==> src/rtl/ps2_device_tx.sv <==
// Device-side PS/2 transmitter: generates the PS/2 clock and shifts out
// start/data/parity/stop frames on open-drain lines, yielding to host inhibit.
module ps2_device_tx #(
  parameter int HALF_PERIOD_CYCLES = 2000,
  parameter int IDLE_CYCLES        = 2500,
  parameter int GUARD_CYCLES       = 4
) (
  input  logic       clk,
  input  logic       reset,
  input  logic [7:0] tx_data,
  input  logic       tx_valid,
  output logic       tx_ready,
  output logic       tx_done,
  output logic       tx_abort,
  output logic       busy,
  output logic       host_rts,
  input  logic       ps2_clk_in,
  input  logic       ps2_dat_in,
  output logic       ps2_clk_oe,
  output logic       ps2_dat_oe
);

  localparam int PW = $clog2(HALF_PERIOD_CYCLES);
  localparam int IW = $clog2(IDLE_CYCLES + 1);
  localparam logic [PW-1:0] PHASE_LAST  = PW'(HALF_PERIOD_CYCLES - 1);
  localparam logic [PW-1:0] PHASE_MID   = PW'(HALF_PERIOD_CYCLES / 2);
  localparam logic [PW-1:0] PHASE_GUARD = PW'(GUARD_CYCLES);
  localparam logic [IW-1:0] IDLE_LAST   = IW'(IDLE_CYCLES - 1);

  typedef enum logic [2:0] {IDLE, WAIT_BUS, BIT_HIGH, BIT_LOW, TRAIL} state_t;

  state_t        state;
  logic [1:0]    clk_sync;
  logic [1:0]    dat_sync;
  logic          clk_s;
  logic          dat_s;
  logic [10:0]   frame;
  logic [3:0]    index;
  logic [PW-1:0] phase;
  logic [IW-1:0] idle_count;

  assign clk_s    = clk_sync[1];
  assign dat_s    = dat_sync[1];
  assign tx_ready = (state == IDLE);
  assign busy     = (state != IDLE);

  // Synchronizers reset to the released (high) bus level.
  always_ff @(posedge clk) begin
    if (reset) begin
      clk_sync <= 2'b11;
      dat_sync <= 2'b11;
    end else begin
      clk_sync <= {clk_sync[0], ps2_clk_in};
      dat_sync <= {dat_sync[0], ps2_dat_in};
    end
  end

  always_ff @(posedge clk) begin
    if (reset) begin
      state      <= IDLE;
      ps2_clk_oe <= 1'b0;
      ps2_dat_oe <= 1'b0;
      tx_done    <= 1'b0;
      tx_abort   <= 1'b0;
      host_rts   <= 1'b0;
      frame      <= '0;
      index      <= '0;
      phase      <= '0;
      idle_count <= '0;
    end else begin
      tx_done  <= 1'b0;
      tx_abort <= 1'b0;
      host_rts <= ((state == IDLE) || (state == WAIT_BUS)) && clk_s && !dat_s;
      case (state)
        IDLE: begin
          ps2_clk_oe <= 1'b0;
          ps2_dat_oe <= 1'b0;
          if (tx_valid) begin
            frame      <= {1'b1, ~^tx_data, tx_data, 1'b0};
            idle_count <= '0;
            state      <= WAIT_BUS;
          end
        end
        WAIT_BUS: begin
          if (clk_s && dat_s) begin
            if (idle_count == IDLE_LAST) begin
              index <= '0;
              phase <= '0;
              state <= BIT_HIGH;
            end else begin
              idle_count <= idle_count + 1'b1;
            end
          end else begin
            idle_count <= '0;
          end
        end
        // Data changes mid-way through the released phase so it is stable
        // well before the host samples on the falling clock.
        BIT_HIGH: begin
          if ((phase >= PHASE_GUARD) && !clk_s) begin
            ps2_clk_oe <= 1'b0;
            ps2_dat_oe <= 1'b0;
            tx_abort   <= 1'b1;
            state      <= IDLE;
          end else begin
            if (phase == PHASE_MID) ps2_dat_oe <= ~frame[index];
            if (phase == PHASE_LAST) begin
              phase      <= '0;
              ps2_clk_oe <= 1'b1;
              state      <= BIT_LOW;
            end else begin
              phase <= phase + 1'b1;
            end
          end
        end
        BIT_LOW: begin
          if (phase == PHASE_LAST) begin
            phase      <= '0;
            ps2_clk_oe <= 1'b0;
            if (index == 4'd10) begin
              ps2_dat_oe <= 1'b0;
              state      <= TRAIL;
            end else begin
              index <= index + 1'b1;
              state <= BIT_HIGH;
            end
          end else begin
            phase <= phase + 1'b1;
          end
        end
        TRAIL: begin
          ps2_clk_oe <= 1'b0;
          ps2_dat_oe <= 1'b0;
          if (phase == PHASE_LAST) begin
            phase   <= '0;
            tx_done <= 1'b1;
            state   <= IDLE;
          end else begin
            phase <= phase + 1'b1;
          end
        end
        default: state <= IDLE;
      endcase
    end
  end

endmodule

==> config.mk <==
export PLATFORM = sky130hd
export DESIGN_NAME = ps2_device_tx
export DESIGN_NICKNAME = d
export VERILOG_FILES = /design/src/rtl/ps2_device_tx.sv
export SDC_FILE = /design/constraint.sdc
export NUM_CORES = 1
export LEC_CHECK = 0
export ABC_AREA = 1
export BUFFER_PORTS_ARGS = -buffer_cell sky130_fd_sc_hd__buf_2
export CAP_MARGIN = 20
export CORE_ASPECT_RATIO = 1.5
export CORE_MARGIN = 3
export CORE_UTILIZATION = 45
export DETAILED_ROUTE_END_ITERATION = 8
export GPL_ROUTABILITY_DRIVEN = 0
export SYNTH_ARGS = -nofsm -noshare
export SYNTH_HDL_FRONTEND = slang
export SYNTH_SLANG_ARGS = --single-unit
==> constraint.sdc <==
create_clock -name clk -period 1.7 [get_ports clk]
set_input_delay 0.34 -clock clk [delete_from_list [all_inputs] [get_ports clk]]
set_output_delay 0.34 -clock clk [all_outputs]
set_load 0.05 [all_outputs]
Yosys cells after proc, flatten, opt, wreduce, memory -nomap -nowiden
Index checks and enable logic that the tools add are counted.
- word-level logic and storage cells: 100
- input port bits: 13
- output and inout bits: 7
- register bits after elaboration: 49
- bitwise gates (word level): 3
- muxes and demuxes: 36
- equal/unequal tests: 19
- add/subtract/negate cells: 3
- $lt $le $gt $ge: 2
- reduce and logical (&&, ||, !) cells: 25
- operator list (operator ; number):
    $mux W11 ; 4
    $mux W12 ; 3
    $pmux W11 S3 ; 1
    $mux W3 ; 8
    $pmux W12 S2 ; 1
    $mux W4 ; 4
    $pmux W3 S5 ; 1
    $add A12 B1 Y12 const B ; 1
    $eq A12 B12 Y1 const B ; 1
    $ne A2 B2 Y1 const B ; 6
    $add A11 B1 Y11 const B ; 1
    $eq A11 B10 Y1 const B ; 1
    $eq A11 B11 Y1 const B ; 1
    $ge A11 B3 Y1 const B ; 1
    $mux W1 ; 10
    $ne A3 B3 Y1 const B ; 3
    $reduce_bool A3 Y1 ; 3
    $pmux W4 S2 ; 1
    $reduce_and A4 Y1 ; 2
    $reduce_or A2 Y1 ; 4
    $reduce_xnor A8 Y1 ; 1
    $eq A3 B2 Y1 const B ; 2
    $pmux W1 S3 ; 2
    $reduce_and A3 Y1 ; 2
    other kinds (16) ; 24

Logic depth before layout (Yosys ltp)
- depth after elaboration: 6
- mapped depth: 10
- gate-level depth less buffers: 10

Worst setup path before layout
OpenSTA, ideal clock, no wires.
- path kind: register -> output
- start point: register state[0]
- end point: output port busy
- path slack: -62 ps
- path buffers: 0
- stages on the path, launching flop included: 5
- data required time: 1360 ps
- data arrival time: 1422 ps
- cell sequence: dfxtp_1 > inv_2 > nand2_2 > nor2_2 > inv_1
- cells in the longest elaborated chain, start to end: 1
- RTL lines (item ; RTL line ; text):
    start: declaration ; 32 ; state_t state;
    start signal: assignment ; 60 ; state <= IDLE;
    start signal: assignment ; 81 ; state <= WAIT_BUS;
    start signal: assignment ; 89 ; state <= BIT_HIGH;
    $reduce_bool A3 Y1 ; 45 ; assign busy = (state != IDLE);
    end: declaration ; 15 ; output logic busy,
No other way between the ends.

Final worst setup path
Same ends and word-level chain as after synthesis.

==> results_dict.tcl <==
set metrics [dict create \
    critPathTopFamily "buffers and inverters" \
    drtAntennaViolNets 0 \
    design_area_um2 3460 \
    leakage_nw 1.41 \
    io_pins 20 \
    synth-seq-cells 49 \
    grt_pass1_vias 2858 \
    synth_compound_area_share_pct 12.7 \
    path_depth 5 \
    drt-total-wl_um 7500 \
    status "finished clean" \
    vias 2896 \
    ys.flop_type "dfxtp_1" \
    synthAdderAreaFrac_pct 2.10 \
    yosysSeqAreaShare_pct 33.0 \
    synth_top_area_share_pct 33.0 \
    fin_crit_ps 1650 \
    synthTopCellsByArea "dfxtp_1, nand2_1, nand3_1" \
    setup_ws_ps 48.8 \
    die_area_um2 7640 \
    power_density_nw_per_um2 1500 \
    syn-num-nets 459 \
    antenna_found_initial 0 \
    peakVddDrop_mv 0.936 \
    crit_start "state[0]$_SDFFE_PP0P_" \
    core_area_um2 6260 \
    synth.avg_cell_area_um2 6.75 \
    routed_via_density 5.20 \
    layout-drive-gt1-share_pct 25.3 \
    clkTransAtPathRegs_ps 90 \
    hold_path.class "primary input to flop" \
    cp_cell_sequence "inv_2 -> nand2_4 -> nor2_4 -> inv_1 -> buf_4" \
    drc 0 \
    die_h_um 106 \
    synth-simple-area-share_pct 40.0 \
    wl_per_cell_um 13.5 \
    finalClockSkew_ps 6.42 \
    root_buffer "clkbuf_8" \
    syn_inst 441 \
    place_area_um2 3260 \
    fin_nets 500 \
    hold_slack_ps 209 \
    final.period_utilization_pct 97.1 \
    worst_pin_slew_ps 512 \
    grt_max_degree 18 \
    max_cap_violations 0 \
    area_growth_pct 16.3 \
    slowest_delay_ps 350 \
    ff2ff_setup_slack_ps 100 \
    async_reset_ff_share_pct 0 \
    slew_headroom_pct 65.8 \
    synth.most_common_cell "nand2_1" \
    worst_setup_path_end_kind "output pin" \
    cts-htree-levels 2 \
    whs_path_depth 2 \
    yosys-mux-area-fraction_pct 0 \
    cp_max_fo 5 \
    dp.final_hpwl_um 5750 \
    grt_first_pass_wirelength_um 12700 \
    slew_violations 0 \
    clk_latency_ps 300 \
    synth_xor_area_share_pct 3.24 \
    crit_slowest_cell "dfxtp_2" \
    chipWidth_um 72.4 \
    first_pass_iters 4 \
    clock-sinks 49 \
    crit_arrival_ps 1310 \
    gr-total-overflow 0 \
    cts_tree "built" \
    crit_type "flop to output pin" \
    port_buffers 19 \
    r2r-start "idle_count[1]$_SDFFE_PP0P_" \
    endpoint "busy" \
    synth_common_cells "nand2_1, dfxtp_1, nor2_1" \
    synth_warnings 0 \
    cp.required_ps 1360 \
    grt.total_usage_pct 20.6 \
    drt_iter0_markers 103 \
    clockBufferDepth 2 \
    antenna_cells 0 \
    synth_top_family_by_area "simple AND/OR/NAND/NOR gates" \
    synth_cell_types 35 \
    max_freq_ghz 0.606 \
    finalSetupViolations 0 \
    ff2ff_path_depth 10 \
    rr_endpoint "phase[2]$_SDFFE_PP0P_" \
    synth_edf_count 0 \
    yosysTopAreaCell "dfxtp_1" \
    finalHoldViolations 0 \
    dp_slack_ps 50.0 \
    cts_hold_buf 0 \
    start_util_pct 47.5 \
    cts_buffers 5 \
    start_kind "flop" \
    syn_area_um2 2980 \
    rows 35 \
    worst-path-buf-inv 3 \
]
report_power, final:
group,total (mW),internal (mW),switching [mW]
logic,2.83,1.01,1.81
registers,1.48,1.34,0.136
clock network,0.872,0.480,0.392
total,5.18,2.84,2.34
state kept, by name, summed over array words and instances, names as in the netlist, 2 cells and up:
| register | flops |
|---|---|
| dat_sync | 2 |
| idle_count | 12 |
| state | 3 |
| clk_sync | 2 |
| frame | 10 |
| phase | 11 |
| index | 4 |
what timing repair did:
action,in CTS,in global routing
setup buffers,0,4
resized for setup,0,18
endpoints found under the hold margin,0,0
setup endpoints to repair,0,26
per-layer routing:
| metal | wire length [um] | part of all wire [%] | GRT usage (%) | vias up |
|---|---|---|---|---|
| met5 | 0 | 0 | 0 | - |
| met4 | 196 | 2.6 | 7.39 | 0 |
| met3 | 244 | 3.3 | 2.67 | 15 |
| met2 | 4040 | 54 | 38.2 | 55 |
| met1 | 3020 | 40 | 23.3 | 1320 |
| li1 | - | - | - | 1506 |
worst min path at each step:
stage	start	slack (ps)	to
2_1_floorplan	clk_sync[0]$_SDFF_PP1_	390	clk_sync[1]$_SDFF_PP1_
6_report	ps2_clk_in	210	clk_sync[0]$_SDFF_PP1_
3_5_place_dp	clk_sync[0]$_SDFF_PP1_	390	clk_sync[1]$_SDFF_PP1_
5_1_grt	ps2_dat_in	210	dat_sync[0]$_SDFF_PP1_
3_3_place_gp	clk_sync[0]$_SDFF_PP1_	390	clk_sync[1]$_SDFF_PP1_
4_1_cts	ps2_clk_in	210	clk_sync[0]$_SDFF_PP1_
final cells by class:
type	instances	area, um2
fill	657	2800
clock inverter	1	30.0
timing repair buffer	44	295
tap	74	92.6
inverter	53	199
multi-input combinational	329	1770
clock buffer	7	86.3
sequential	49	987
per-stage QoR:
stage / util (%) / std cells / TNS, ps / power, mW
global route: 55.2 / 557 / -35.0 / 5.56
floorplan: - / 441 / 0 / 3.42
CTS: 53.9 / 553 / 0 / 5.01
global placement: 52.0 / 545 / 0 / 4.10
detailed placement: 52.0 / 545 / 0 / 4.13
finish: 55.2 / 557 / 0 / 5.18
placed cells by master (no fill, tap or decap), drive strengths merged, types with 2 or more instances in the layout:
master and instances:
nand3 45, nor3b 2, o21ai 17, nor2 60, nor3 9, nor4 2
ha 5, nand2 114, nand4 11, a21oi 44, or2 5, inv 52
buf 43, xor2 4, dfxtp 49, xnor2 7, clkbuf 8, o21bai 2
cells by family (layout without fill, tap and decap cells):
kind of cell / count (synthesis) / in the layout
DFF: 49 / 49
buffers and inverters: 63 / 105
xor gates and xnor gates: 11 / 11
and+or+nand+nor: 249 / 249
adders and majority gates: 5 / 5
AOI/OAI and AO/OA: 64 / 64
No activity file was read; power rests on OpenSTA's default activity.
